`src/rtl/fm_demodulate.sv`:
```
// fm_demodulate: zero-crossing FM discriminator with hysteresis, period
// averaging over 2^AVG_LOG2 carrier cycles and saturated deviation output.
module fm_demodulate #(
  parameter int INPUT_WIDTH  = 12,
  parameter int CNT_WIDTH    = 16,
  parameter int AVG_LOG2     = 2,
  parameter int HYST         = 64,
  parameter int GAIN_SHIFT   = 0,
  parameter int OUTPUT_WIDTH = 12
) (
  input  logic                          clk,
  input  logic                          RST,
  input  logic [INPUT_WIDTH-1:0]        FM_wave,
  input  logic [CNT_WIDTH+AVG_LOG2-1:0] center_period,
  output logic [OUTPUT_WIDTH-1:0]       wave_out,
  output logic                          wave_valid,
  output logic [CNT_WIDTH+AVG_LOG2-1:0] period_out,
  output logic                          lock
);

  localparam int PW = CNT_WIDTH + AVG_LOG2;
  localparam int DW = PW + 1;
  localparam int SW = DW + GAIN_SHIFT;
  localparam int BW = (AVG_LOG2 > 0) ? AVG_LOG2 : 1;
  localparam logic [BW-1:0] BLK_LAST = BW'((1 << AVG_LOG2) - 1);

  localparam logic signed [INPUT_WIDTH-1:0] HYST_P =
    INPUT_WIDTH'(HYST);
  localparam logic signed [INPUT_WIDTH-1:0] HYST_N = -HYST_P;

  localparam logic signed [SW-1:0] OMAX =
    SW'((1 << (OUTPUT_WIDTH - 1)) - 1);
  localparam logic signed [SW-1:0] OMIN = -OMAX - SW'(1);

  typedef enum logic [1:0] {
    IDLE,
    NEG,
    POS
  } state_e;

  state_e state_q, state_d;

  logic signed [INPUT_WIDTH-1:0] s_q;
  logic [CNT_WIDTH-1:0] cnt_q, cnt_d;
  logic [PW-1:0]        sum_q, sum_d;
  logic [BW-1:0]        blk_q, blk_d;
  logic                 first_q, first_d;
  logic [PW-1:0]        final_q, final_d;
  logic                 done_q, done_d;

  logic [OUTPUT_WIDTH-1:0] wave_q, wave_d;
  logic                    valid_q, valid_d;
  logic [PW-1:0]           period_q, period_d;
  logic                    lock_q, lock_d;

  logic hi, lo, rise, timeout;
  logic [PW-1:0] sum_acc;
  logic signed [DW-1:0] dev;
  logic signed [SW-1:0] dev_sh;
  logic [OUTPUT_WIDTH-1:0] wave_sat;

  assign hi = (s_q >= HYST_P);
  assign lo = (s_q <= HYST_N);

  always_comb begin
    state_d = state_q;
    rise    = 1'b0;
    unique case (state_q)
      IDLE: begin
        if (hi) state_d = POS;
        else if (lo) state_d = NEG;
      end
      NEG: begin
        if (hi) begin
          state_d = POS;
          rise    = 1'b1;
        end
      end
      POS: begin
        if (lo) state_d = NEG;
      end
      default: state_d = IDLE;
    endcase
  end

  assign timeout = &cnt_q;
  assign sum_acc = sum_q + PW'(cnt_q);

  always_comb begin
    if (rise) cnt_d = CNT_WIDTH'(1);
    else if (timeout) cnt_d = cnt_q;
    else cnt_d = cnt_q + CNT_WIDTH'(1);
  end

  // Timeout wipes the partial block; a coincident rise restarts acquisition.
  always_comb begin
    sum_d   = sum_q;
    blk_d   = blk_q;
    first_d = first_q;
    final_d = final_q;
    done_d  = 1'b0;
    if (timeout) begin
      sum_d   = '0;
      blk_d   = '0;
      first_d = rise;
    end else if (rise) begin
      if (!first_q) begin
        first_d = 1'b1;
      end else if (blk_q == BLK_LAST) begin
        final_d = sum_acc;
        sum_d   = '0;
        blk_d   = '0;
        done_d  = 1'b1;
      end else begin
        sum_d = sum_acc;
        blk_d = blk_q + BW'(1);
      end
    end
  end

  assign dev = $signed({1'b0, center_period}) - $signed({1'b0, final_q});
  assign dev_sh = SW'(dev) <<< GAIN_SHIFT;

  always_comb begin
    if (dev_sh > OMAX) wave_sat = OMAX[OUTPUT_WIDTH-1:0];
    else if (dev_sh < OMIN) wave_sat = OMIN[OUTPUT_WIDTH-1:0];
    else wave_sat = dev_sh[OUTPUT_WIDTH-1:0];
  end

  always_comb begin
    wave_d   = wave_q;
    valid_d  = 1'b0;
    period_d = period_q;
    lock_d   = lock_q;
    if (timeout) begin
      lock_d = 1'b0;
      wave_d = '0;
    end else if (done_q) begin
      wave_d   = wave_sat;
      valid_d  = 1'b1;
      period_d = final_q;
      lock_d   = 1'b1;
    end
  end

  always_ff @(posedge clk) begin
    if (RST) begin
      state_q  <= IDLE;
      s_q      <= '0;
      cnt_q    <= '0;
      sum_q    <= '0;
      blk_q    <= '0;
      first_q  <= 1'b0;
      final_q  <= '0;
      done_q   <= 1'b0;
      wave_q   <= '0;
      valid_q  <= 1'b0;
      period_q <= '0;
      lock_q   <= 1'b0;
    end else begin
      state_q  <= state_d;
      s_q      <= FM_wave;
      cnt_q    <= cnt_d;
      sum_q    <= sum_d;
      blk_q    <= blk_d;
      first_q  <= first_d;
      final_q  <= final_d;
      done_q   <= done_d;
      wave_q   <= wave_d;
      valid_q  <= valid_d;
      period_q <= period_d;
      lock_q   <= lock_d;
    end
  end

  assign wave_out   = wave_q;
  assign wave_valid = valid_q;
  assign period_out = period_q;
  assign lock       = lock_q;

endmodule
```
`config.mk`:
```
export PLATFORM = sky130hd
export DESIGN_NAME = fm_demodulate
export DESIGN_NICKNAME = d
export VERILOG_FILES = /design/src/rtl/fm_demodulate.sv
export SDC_FILE = /design/constraint.sdc
export NUM_CORES = 1
export LEC_CHECK = 0
export CAP_MARGIN = 15
export CORE_UTILIZATION = 57
export DETAILED_ROUTE_END_ITERATION = 12
export GPL_TIMING_DRIVEN = 0
export PLACE_DENSITY_LB_ADDON = 0.25
export SETUP_SLACK_MARGIN = 0.4
export SLEW_MARGIN = 10
export SYNTH_ARGS = -nofsm -noshare
export SYNTH_HDL_FRONTEND = slang
export SYNTH_SLANG_ARGS = --single-unit
```
`constraint.sdc`:
```
create_clock -name clk -period 3.4 [get_ports clk]
set_input_delay 0.68 -clock clk [delete_from_list [all_inputs] [get_ports clk]]
set_output_delay 0.68 -clock clk [all_outputs]
set_load 0.01 [all_outputs]
```
# == After elaboration in Yosys (flattened, before gate mapping) ==
# Index checks and enable logic that the tools add are counted.
# totals
regBits,102
inputBits,32
output_inout_bits,32
# op_classes
add_sub_neg,4
n_lt_le_gt_ge,4
n_eq_ne,5
muxes,16
bitwise,3
reduce_logical,9
# op_table
cell,count
2-to-1 mux 12 bit,2
> comparator 19 x 12 -> 1 bit (second input constant),1
< comparator 19 x 12 -> 1 bit (second input constant),1
subtractor 18 x 18 -> 19 bit,1
adder 18 x 16 -> 18 bit,1
2-to-1 mux 18 bit,1
adder 16 x 1 -> 16 bit (second input constant),1
AND reduction 16 bit,1
>= comparator 12 x 8 -> 1 bit (second input constant),1
less-or-equal comparator 12 x 7 -> 1 bit (second input constant),1
2-to-1 mux 1 bit,8
2-to-1 mux 2 bit,4
case mux 2 bit (3 select lines),1
== test 2 bit (second input constant),2
!= test 2 bit (second input constant),2
AND reduction 2 bit,2
AND reduction 4 bit,1
OR reduction 2 bit,2
OR reduction 4 bit,1
inverter 1 bit,3
adder 2 x 1 -> 2 bit (second input constant),1
== test 2 x 1 -> 1 bit (second input constant),1
logical NOT 2 bit,1
nonzero test 2 bit,1

# == Longest topological paths before layout ==
# depth
word_depth,5
depth_mapped,13
mapped_depth_nobuf,12

# == Worst setup path before layout ==
# OpenSTA, ideal clock, no wires.
# synth_timing
kind,input to register
startpoint,input port center_period[0]
endpoint,register wave_q[1] (netlist: wave_out[1])
setup_time_ps,122
t_arrival_ps,2922
required_time_ps,3278
slack_ps,357
path_stages,13
path_cell_list,inv_1 -> ha_1 -> fa_1 -> nor2b_2 -> o2111ai_2 -> nand3b_1 -> a21oi_1 -> o2111a_1 -> a211o_1 -> nor4_1 -> o21a_2 -> buf_6 -> a21oi_2
# synth_via
elab_chain_len,4
# synth_rtl
element,line_no,rtl
"start, declared",14,"input logic [CNT_WIDTH+AVG_LOG2-1:0] center_period,"
subtractor 18 x 18 -> 19 bit *,121,"assign dev = $signed({1'b0, center_period}) - $signed({1'b0, final_q});"
< comparator 19 x 12 -> 1 bit,126,else if (dev_sh < OMIN) wave_sat = OMIN[OUTPUT_WIDTH-1:0];
2-to-1 mux 12 bit,126,
2-to-1 mux 12 bit *,125,if (dev_sh > OMAX) wave_sat = OMAX[OUTPUT_WIDTH-1:0];
"end signal, assigned",169,wave_q <= wave_d;
"end, declared",51,"logic [OUTPUT_WIDTH-1:0] wave_q, wave_d;"
# Mark *: on every way between the ends. The rest lies on a longest branch, timed or not.
# A chain may end at the register's enable or synchronous reset.

# == Final worst setup path ==
# layout_timing
startpoint,input port center_period[6]
endpoint,register wave_q[1] (netlist: wave_out[1])
# Same word-level chain as after synthesis.

==> run_results.csv <==
group,metric,value,unit
outcome,outcome,"finished, final reports clean",
power_and_ir_drop,ir_drop,0.000274,V
layout,final_area,7210,um^2
synthesis,yosysSeqAreaShare,36.3,%
critical_path,critPathTopFamily,"compound AO/OA/AOI/OAI gates",
timing,slew_violations,0,
power_and_ir_drop,p_comb_share,14.1,%
drt,drtIter0Drc,403,
critical_path,path_cells,"clkdlybuf4s50_1, ha_2, nor2_4, nand2_1, o221ai_2, nor4_1, a311oi_2, nand4_1, nor4_2, o21a_2, buf_6, buf_8, a21oi_4",
timing,skew,12.4,ps
synthesis,synth_edf_count,0,
power_and_ir_drop,swShare,28.4,%
timing,slew_headroom,61.9,%
clocking,path_clk_slew,110,ps
drt,viasPerCell,5.99,
die,coreArea,9420,um^2
critical_path,path_buf_inv,3,
placement,io_buffers,63,
critical_path,reg2reg_from,"final_q[1]",
grt,grt_pass1_wl,25.0,mm
grt,grtUsageMet3,5.94,%
clocking,clk_latency,380,ps
placement,dp.cells,892,
drt,dr.pass1.iters,5,
layout,final_common_cell,"dfxtp_1",
power_and_ir_drop,p_seq_share,52.4,%
synthesis,syn_inst,700,
layout,layout-drive-gt1-share,16.1,%
drt,ant_nets,0,
grt,antenna_found_initial,0,
grt,grt_use_total,31.4,%
drt,vias,5564,
die,die_h,101,um
grt,busiest_layer,"met2",
power_and_ir_drop,clkPwrFrac,33.4,%
layout,final_cell_mix,"99 x dfxtp_1, 83 x nand2_1, 66 x nor2_1, 62 x a21oi_1, 50 x clkdlybuf4s50_1",
power_and_ir_drop,power_density,322,nW/um^2
die,die_area,10300,um^2
synthesis,ys_types,66,
layout,num-fill-cells,670,
synthesis,ys_ff_latch,102,
grt,use_met1,37.2,%
timing,setup_viol,0,
critical_path,max_stage_delay,410,ps
critical_path,crit_fanout,6,
synthesis,synth_area,5630,um^2
timing,finalHoldWorstSlack,466,ps
critical_path,cp_num_cells,13,
synthesis,yosys_warnings,0,
critical_path,worstSetupPathType,"in -> reg",
placement,gp_congestion,0.837,
die,io_pins,64,
timing,final_hold_viol_count,0,
clocking,htree_levels,3,
placement,place_area,6420,um^2
die,start_util,59.8,%
critical_path,reg2regPathDepth,13,
critical_path,regToRegSetupSlack,290,ps
timing,rsz0062_at_grt,"true",
timing,min_period,3130,ps
placement,place_hpwl,11.2,mm
critical_path,critPathSlowestCell,"clkdlybuf4s50_1",
timing,finalSetupTns,0,ps
layout,instances_no_fill,929,
critical_path,worstPathRequired,3670,ps
synthesis,synth-async-reset-ratio,0,%
layout,syn_to_final_growth,28.2,%
drt,drc,0,
synthesis,syn-num-nets,770,
timing,post-route-period-util,92.1,%
job,drv_cap,0,
critical_path,end_kind,"register",
grt,gr-total-overflow,0,
clocking,clockBufferDepth,2,
critical_path,crit_start,"center_period[6]",
critical_path,r2r_end,"wave_out[1]",
grt,grt_max_degree,20,
critical_path,worstSetupEndpoint,"wave_out[1]",
critical_path,critPathLaunchType,"primary input",
power_and_ir_drop,internal_power,0.00166,W
timing,max_freq,319,MHz
clocking,root_buffer,"clkbuf_8",
power_and_ir_drop,p_leak,2.66,nW
synthesis,synthFlopType,"dfxtp_1",
die,die_x,101,um
critical_path,cp.arrival,3400,ps
layout,diodes,0,
grt,met2_usage,55.4,%
power_and_ir_drop,netSwitchingPower,0.000660,W
clocking,clock_sinks,102,
die,num_rows,35,
clocking,cts_made_buffers,9,
clocking,cts_tree,"yes",
drt,drt-total-wl,16.5,mm
drt,post_drt_wl_per_cell,17.7,um
layout,final_nets,865,
timing,tightest_slew,570,ps
min_path,hp-class,"reg -> reg",
synthesis,syn_avg_cell_area,8.04,um^2
grt,grt_pass1_vias,5411,
## worst reg2reg max path, cell delays in order (launching register included)
cell and delay, ps:
dfxtp_1 470, inv_1 80, ha_1 270, nor2b_1 150, o31a_1 310, o221ai_2 270, nor4_1 130, a311oi_2 360
nand4_1 190, nor4_2 250, o21a_2 240, buf_6 120, buf_8 110, a21oi_4 60
## registers in the layout, indices dropped and copies added (netlist names)
register	cells
cnt_q	16
s_q	12
done_q	1
state_q	2
blk_q	2
wave_out	12
period_out	18
first_q	1
lock	1
sum_q	18
final_q	18
wave_valid	1
## logic make-up after synthesis
family                     synth area share (%)
AOI/OAI and AO/OA                          19.0
xor gates and xnor gates                   5.45
adders and majority gates                  8.71
buffers and inverters                      4.69
DFF                                        36.3
muxes                                     0.889
and+or+nand+nor                            25.0
## layout make-up
cell class,instances,area (um^2),share of cell area [%]
Clock buffer,10,138,1.91
Clock inverter,6,61.3,0.850
Inverter,32,123,1.70
Sequential cell,102,2050,28.4
Multi-Input combinational cell,536,3710,51.4
Timing Repair Buffer,84,818,11.3
Tap cell,129,161,2.24
Buffer,30,158,2.19
## metal layers
metal  vias up  routed length (um)
met5         -                   0
met4         0                 579
met3        57                 918
met2       237                8190
met1      2627                6780
li1       2643                   -
## stage by stage
step / power [W] / setup slack (ps) / utilization, %
2_1_floorplan: 0.00141 / 413 / -
3_3_place_gp: 0.00148 / -369 / 68.2
3_5_place_dp: 0.00149 / -476 / 68.2
4_1_cts: 0.00229 / 406 / 75.4
5_1_grt: 0.00240 / 164 / 76.6
6_report: 0.00233 / 267 / 76.6
## power by group through the flow
stage	logic (W)	clock network (W)	registers [W]
floorplan	0.000166	0	0.00124
global placement	0.000238	0	0.00124
detailed placement	0.000247	0	0.00125
CTS	0.000297	0.000776	0.00122
global route	0.000348	0.000834	0.00122
finish	0.000329	0.000778	0.00122
## how the worst min path moves through the flow
stage          slack, ps  cells past startpoint             end      startpoint
2_1_floorplan        430                      2  period_out[10]     final_q[10]
3_3_place_gp         450                      2  period_out[13]     final_q[13]
3_5_place_dp         450                      2  period_out[15]  period_out[15]
4_1_cts              470                      2  period_out[15]  period_out[15]
5_1_grt              490                      2       sum_q[11]       sum_q[11]
6_report             470                      2  period_out[11]  period_out[11]
## Yosys cell counts, types with 17 or more instances
library cell	n	share of area [%]
a21oi_1	65	5.8
clkbuf_1	17	1.1
dfxtp_1	102	36
ha_1	36	8.0
inv_1	32	2.1
nand2_1	83	5.5
nand3_1	21	1.9
nor2_1	67	4.5
nor2b_1	18	2.0
nor3_1	24	2.1
o21ai_0	31	2.8
xnor2_1	20	3.1
## what timing repair did
| item | CTS | global route |
|---|---|---|
| gates cloned | 1 | 1 |
| setup endpoints to repair | 11 | 20 |
| resized for setup | 77 | 23 |
| pin swaps | 21 | 15 |
| endpoints found under the hold margin | 0 | 0 |
| setup buffers | 15 | 4 |
| hold buffers | 0 | 0 |
Power figures use the tool's default switching activity.
==> RTL change 1, RTL diff (config.mk and constraints unchanged) <==
`AVG_LOG2`: 2 -> 4. Comments in the files are not updated.
--- a/src/rtl/fm_demodulate.sv
+++ b/src/rtl/fm_demodulate.sv
@@ -4,5 +4,5 @@
   parameter int INPUT_WIDTH  = 12,
   parameter int CNT_WIDTH    = 16,
-  parameter int AVG_LOG2     = 2,
+  parameter int AVG_LOG2     = 4,
   parameter int HYST         = 64,
   parameter int GAIN_SHIFT   = 0,
Ports: changed (resized center_period and period_out); port bits go from 64 to 68. The function was not compared with the original's and may differ.
==> RTL change 1 against the original RTL <==
- sequential cell count grew 8
- setup slack lost 0.11 ns
- first-iteration DRC count shrank 22%
- total power grew 6.6%
- routed wire length shrank 0.75%
- synthesized area grew 5.2%
- design area grew 3.8%
==> RTL change 1: results (changes against the original RTL) <==
.. list-table::
   :header-rows: 1

   * - Metric
     - Value
   * - Final cell count without fillers
     - 981 (was 929)
   * - Compound-cell area share of the yosys netlist
     - 19.9% (was 19.0%)
   * - Leakage
     - 2.74 nW (was 2.66 nW)
   * - Post-synthesis share of cell area spent on full adders, half adders and majority gates
     - 8.70% (was 8.71%)
   * - Worst-path maximum fanout
     - 5 (was 6)
   * - Outcome
     - finished clean (unchanged)
   * - Main area contributors after synthesis
     - sky130_fd_sc_hd__dfxtp_1, sky130_fd_sc_hd__ha_1, sky130_fd_sc_hd__nand2_1 (was sky130_fd_sc_hd__dfxtp_1, sky130_fd_sc_hd__ha_1, sky130_fd_sc_hd__a21oi_1)
   * - Max rail drop VDD
     - 0.000191 V (was 0.000274 V)
   * - Count of TritonRoute iterations in the first routing pass
     - 4 (was 5)
   * - Ratio of routed vias to standard cells
     - 5.81 (was 5.99)
   * - Clock-pin transition on the worst setup and hold timing paths
     - 0.13 ns (was 0.11 ns)
   * - Xor/xnor share of the synthesized area
     - 5.62% (was 5.45%)
   * - Post-placement cell area
     - 6850 um2 (was 6420 um2)
   * - Port bufs
     - 66 (was 63)
   * - Tot GR Track Use
     - 30.7% (was 31.4%)
   * - Post-synth top cells
     - sky130_fd_sc_hd__dfxtp_1, sky130_fd_sc_hd__nand2_1, sky130_fd_sc_hd__a21oi_1 (was sky130_fd_sc_hd__dfxtp_1, sky130_fd_sc_hd__nand2_1, sky130_fd_sc_hd__nor2_1)
   * - Synthesized netlist net count
     - 817 (was 770)
   * - Tightest Pin Transition
     - 0.842 ns (was 0.570 ns)
   * - Placer's final routability congestion estimate
     - 0.861 (was 0.837)
   * - Clock skew after layout
     - 0.0229 ns (was 0.0124 ns)
   * - First-iteration detailed-routing DRC count
     - 313 (was 403)
   * - Mux share of post-synthesis cell area
     - 0.528% (was 0.889%)
   * - Post-synthesis sequential area ratio
     - 37.2% (was 36.3%)
   * - DPL Wire Length
     - 11,600 um (was 11,200 um)
   * - Critical path data required time
     - 3.70 ns (was 3.67 ns)
   * - Global-route wire length before repair
     - 26,800 um (was 25,000 um)
   * - Largest net degree at the start of global routing
     - 22 (was 20)
   * - Startpoint of the worst setup timing path
     - center_period[0] (was center_period[6])
   * - Fraction of layout instances using a drive strength above 1
     - 13.8% (was 16.1%)
   * - Number of distinct library cell variants in the gate-level netlist after synthesis
     - 54 (was 66)
   * - Wire length after detailed routing
     - 16,300 um (was 16,500 um)
   * - Syn_area_per_cell
     - 7.97 um2 (was 8.04 um2)
   * - Max stage delay cell, worst path
     - sky130_fd_sc_hd__o31a_1 (was sky130_fd_sc_hd__clkdlybuf4s50_1)
   * - Number of instances in the placed design
     - 942 (was 892)
   * - Net count, final
     - 917 (was 865)
   * - Vias in the first global route
     - 5,743 (was 5,411)
   * - Source of the worst hold timing path
     - final_q[12] (was period_out[11])
## RTL change 1: changes by cell type in the layout (fill, tap and decap cells not counted), moves of 5 or more
cell / before / now
sky130_fd_sc_hd__or3_1: 4 / 9
sky130_fd_sc_hd__a21oi_1: 62 / 69
sky130_fd_sc_hd__nand2b_1: 6 / 11
sky130_fd_sc_hd__clkbuf_1: 17 / 22
sky130_fd_sc_hd__nand2_1: 83 / 108
sky130_fd_sc_hd__clkbuf_2: 2 / 7
sky130_fd_sc_hd__inv_1: 31 / 36
sky130_fd_sc_hd__nor3_1: 23 / 16
sky130_fd_sc_hd__a31oi_1: 4 / 9
sky130_fd_sc_hd__nand2_2: 9 / 0
## RTL change 1: layout make-up
class	instances	area, um2
flip-flops and latches	110	2220
multi-input cells	563	3770
well taps	133	166
inverters	38	145
clock buffers	9	124
repair buffers	89	815
clock inverters	7	100
fillers	716	2420
plain buffers	32	153
## RTL change 1: timing repair
item / CTS / global route
endpoints found under the setup margin: 20 / 72
buffers inserted: 20 / 2
resized for setup: 71 / 28
pin swaps: 34 / 11
gates cloned: 1 / 0
## RTL change 1: power by group
group / internal (mW) / switching, mW / leakage, nW
clock: 0.365 / 0.494 / 0.112
sequential: 1.30 / 0.0118 / 0.894
combinational: 0.144 / 0.162 / 1.74
total: 1.81 / 0.669 / 2.74
## RTL change 1: worst paths after layout
kind	endpoint	slack, ns	cells after the start
max	wave_out[10]	0.16	17
min	period_out[12]	0.46	2
max reg2reg	wave_out[10]	0.17	15
min reg2reg	period_out[12]	0.46	2
## RTL change 1: routing by layer
metal  vias to the layer above  wire (um)  GRT usage (%)
met2                       209       8220           55.1
met5                         -          0              0
met3                        49        848           3.26
li1                       2780          -              -
met1                      2662       6690           36.4
met4                         0        587           14.8
## RTL change 1: stage by stage
stage	setup WS, ns	TNS, ns	utilization [%]
2_1_floorplan	0.230	0	-
3_3_place_gp	-0.526	-5.62	69.1
5_1_grt	0.0859	0	75.5
4_1_cts	0.292	0	74.7
6_report	0.161	0	75.5
3_5_place_dp	-0.592	-6.30	69.1
## RTL change 1: kinds of logic after synthesis
| group | Yosys count |
|---|---|
| AOI/OAI and AO/OA | 185 |
| xor gates and xnor gates | 38 |
| adders and majority gates | 40 |
| buffers and inverters | 70 |
| DFF | 110 |
| muxes | 3 |
| and+or+nand+nor | 297 |
## RTL change 1: worst min-delay path: stages (launching register included)
cell and delay [ns]:
sky130_fd_sc_hd__dfxtp_1 0.32, sky130_fd_sc_hd__nand2_1 0.05, sky130_fd_sc_hd__a21oi_1 0.05
==> RTL change 2, RTL diff (same settings) <==
Without the edit above. Encoding of `state_e`: now one-hot (3 bits for 3 states).
--- a/src/rtl/fm_demodulate.sv
+++ b/src/rtl/fm_demodulate.sv
@@ -33,8 +33,8 @@
   localparam logic signed [SW-1:0] OMIN = -OMAX - SW'(1);
 
-  typedef enum logic [1:0] {
-    IDLE,
-    NEG,
-    POS
+  typedef enum logic [2:0] {
+    IDLE = 3'b001,
+    NEG  = 3'b010,
+    POS  = 3'b100
   } state_e;
 
Function: no difference found for any inputs over 10 cycles, from zero or initial values and one cycle with RST high; not proved beyond that.
==> RTL change 2 against the original RTL <==
- design area shrank 1.1%
- setup slack worse by 0.11 ns
- synthesized area shrank 0.40%
- largest power group unchanged
- synthesized cell count decreased by 2.1%
- total power up 2.5%
- sequential cell count increased by 1
- hold slack lost 0.00061 ns
- highest routed layer unchanged
- routed wire length decreased by 2.8%
- final cell count shrank 0.86%
- critical endpoint is now wave_out[7]
- first-iteration DRC count shrank 18%
- register-to-register slack worse by 0.09 ns
- sequential share of layout area grew 0.63 points
- via count is 1.2% lower
- largest cell class unchanged
- global-route usage is 0.20 points lower
==> RTL change 2: results (changes against the original RTL) <==
.. list-table::
   :header-rows: 1

   * - Metric
     - Value
   * - Clock skew after layout
     - 0.0163 ns (was 0.0124 ns)
   * - Net count, final
     - 857 (was 865)
   * - Synthesized netlist net count
     - 755 (was 770)
   * - Post-route met1 wirelength
     - 6460 um (was 6780 um)
   * - Arr. time, crit path
     - 3.53 ns (was 3.40 ns)
   * - Register-to-Register Setup Slack
     - 0.20 ns (was 0.29 ns)
   * - Outcome
     - finished clean (unchanged)
   * - First-iteration detailed-routing DRC count
     - 331 (was 403)
   * - Number of instances in the placed design
     - 877 (was 892)
   * - Number of inserted filler cells in the final layout
     - 661 (was 670)
   * - Crit Reg-Reg Startpoint
     - final_q[0] (was final_q[1])
   * - Total met3 wirelength after detailed routing
     - 937 um (was 918 um)
   * - Slowest Stage Delay on Critical Path
     - 0.38 ns (was 0.41 ns)
   * - Max rail drop VDD
     - 0.000303 V (was 0.000274 V)
   * - Detail Route met2 WL
     - 8020 um (was 8190 um)
   * - Post-placement cell area
     - 6500 um2 (was 6420 um2)
   * - Main area contributors after synthesis
     - sky130_fd_sc_hd__dfxtp_1, sky130_fd_sc_hd__ha_1, sky130_fd_sc_hd__a21oi_1 (unchanged)
   * - Number of instances in the synthesized netlist
     - 685 (was 700)
   * - Global-route wire length before repair
     - 25,100 um (was 25,000 um)
   * - Fraction of layout instances using a drive strength above 1
     - 14.5% (was 16.1%)
   * - Destination of the worst register-to-register timing path
     - wave_out[7] (was wave_out[1])
   * - DPL Wire Length
     - 10,900 um (was 11,200 um)
   * - Vias in the first global route
     - 5,372 (was 5,411)
   * - Worst-case headroom to the max-slew limit
     - 41.6% (was 61.9%)
   * - Via count
     - 5,499 (was 5,564)
RTL change 2: changes by cell type in the layout (fill, tap and decap cells not counted), moves of 7 or more:
cell	change
sky130_fd_sc_hd__a211oi_2	+8
sky130_fd_sc_hd__a21o_1	+7
sky130_fd_sc_hd__a21oi_1	+7
sky130_fd_sc_hd__a21oi_2	-7
sky130_fd_sc_hd__buf_4	+7
sky130_fd_sc_hd__inv_1	-7
sky130_fd_sc_hd__nand2_2	-9
sky130_fd_sc_hd__nand4_1	-7
sky130_fd_sc_hd__nor2_1	+14
sky130_fd_sc_hd__o21ai_0	-11
RTL change 2: worst max-delay path, delay by kind of cell:
family | cells | cell delay, ns
and+or+nand+nor | 3 | 0.77
adders and majority gates | 2 | 0.48
buffers and inverters | 4 | 0.41
xor gates and xnor gates | 1 | 0.17
AOI/OAI and AO/OA | 5 | 1.00
RTL change 2: cells by family (layout without fill, tap and decap cells):
kind of cell / after synthesis / count (layout) / synth area share, %
AND/OR/NAND/NOR: 269 / 269 / 22.6
AO/OA/AOI/OAI: 180 / 180 / 21.7
adder cells (fa/ha/maj): 38 / 38 / 8.75
flip-flops: 103 / 103 / 36.8
buffers and inverters: 56 / 163 / 3.95
XOR/XNOR: 37 / 37 / 5.92
multiplexers: 2 / 2 / 0.379
RTL change 2: routing by layer:
metal	vias up	GRT usage (%)
li1	2612	-
met1	2602	36.6
met3	58	3.66
met5	-	0
met2	227	56.6
met4	0	15.2
RTL change 2: report_power, final:
group	switching [mW]	leakage, nW	internal [mW]
registers	0.0134	0.836	1.22
clock network	0.458	0.104	0.370
logic	0.171	1.71	0.150
RTL change 2: timing repair:
item                                    in CTS  in global routing
endpoints found under the setup margin      13                 32
pin swaps                                   27                 11
gates cloned                                 1                  0
setup buffers                               24                  3
gates resized for setup                     61                 17
RTL change 2: final cells by class:
class | instances | area share (%)
multi-input combinational | 526 | 50.1
sequential | 103 | 29.0
clock buffer | 10 | 1.93
inverter | 28 | 1.65
timing repair buffer | 91 | 12.1
clock inverter | 6 | 1.02
tap | 129 | 2.26
buffer | 28 | 1.97
RTL change 2: worst max path at each step:
stage | from | end | slack (ns) | cells past startpoint
2_1_floorplan | center_period[0] | wave_out[0] | 0.15 | 12
3_3_place_gp | center_period[0] | wave_out[0] | -0.82 | 13
3_5_place_dp | center_period[0] | wave_out[1] | -0.87 | 13
4_1_cts | final_q[5] | wave_out[9] | 0.26 | 13
5_1_grt | final_q[6] | wave_out[7] | 0.09 | 14
6_report | center_period[0] | wave_out[7] | 0.16 | 15
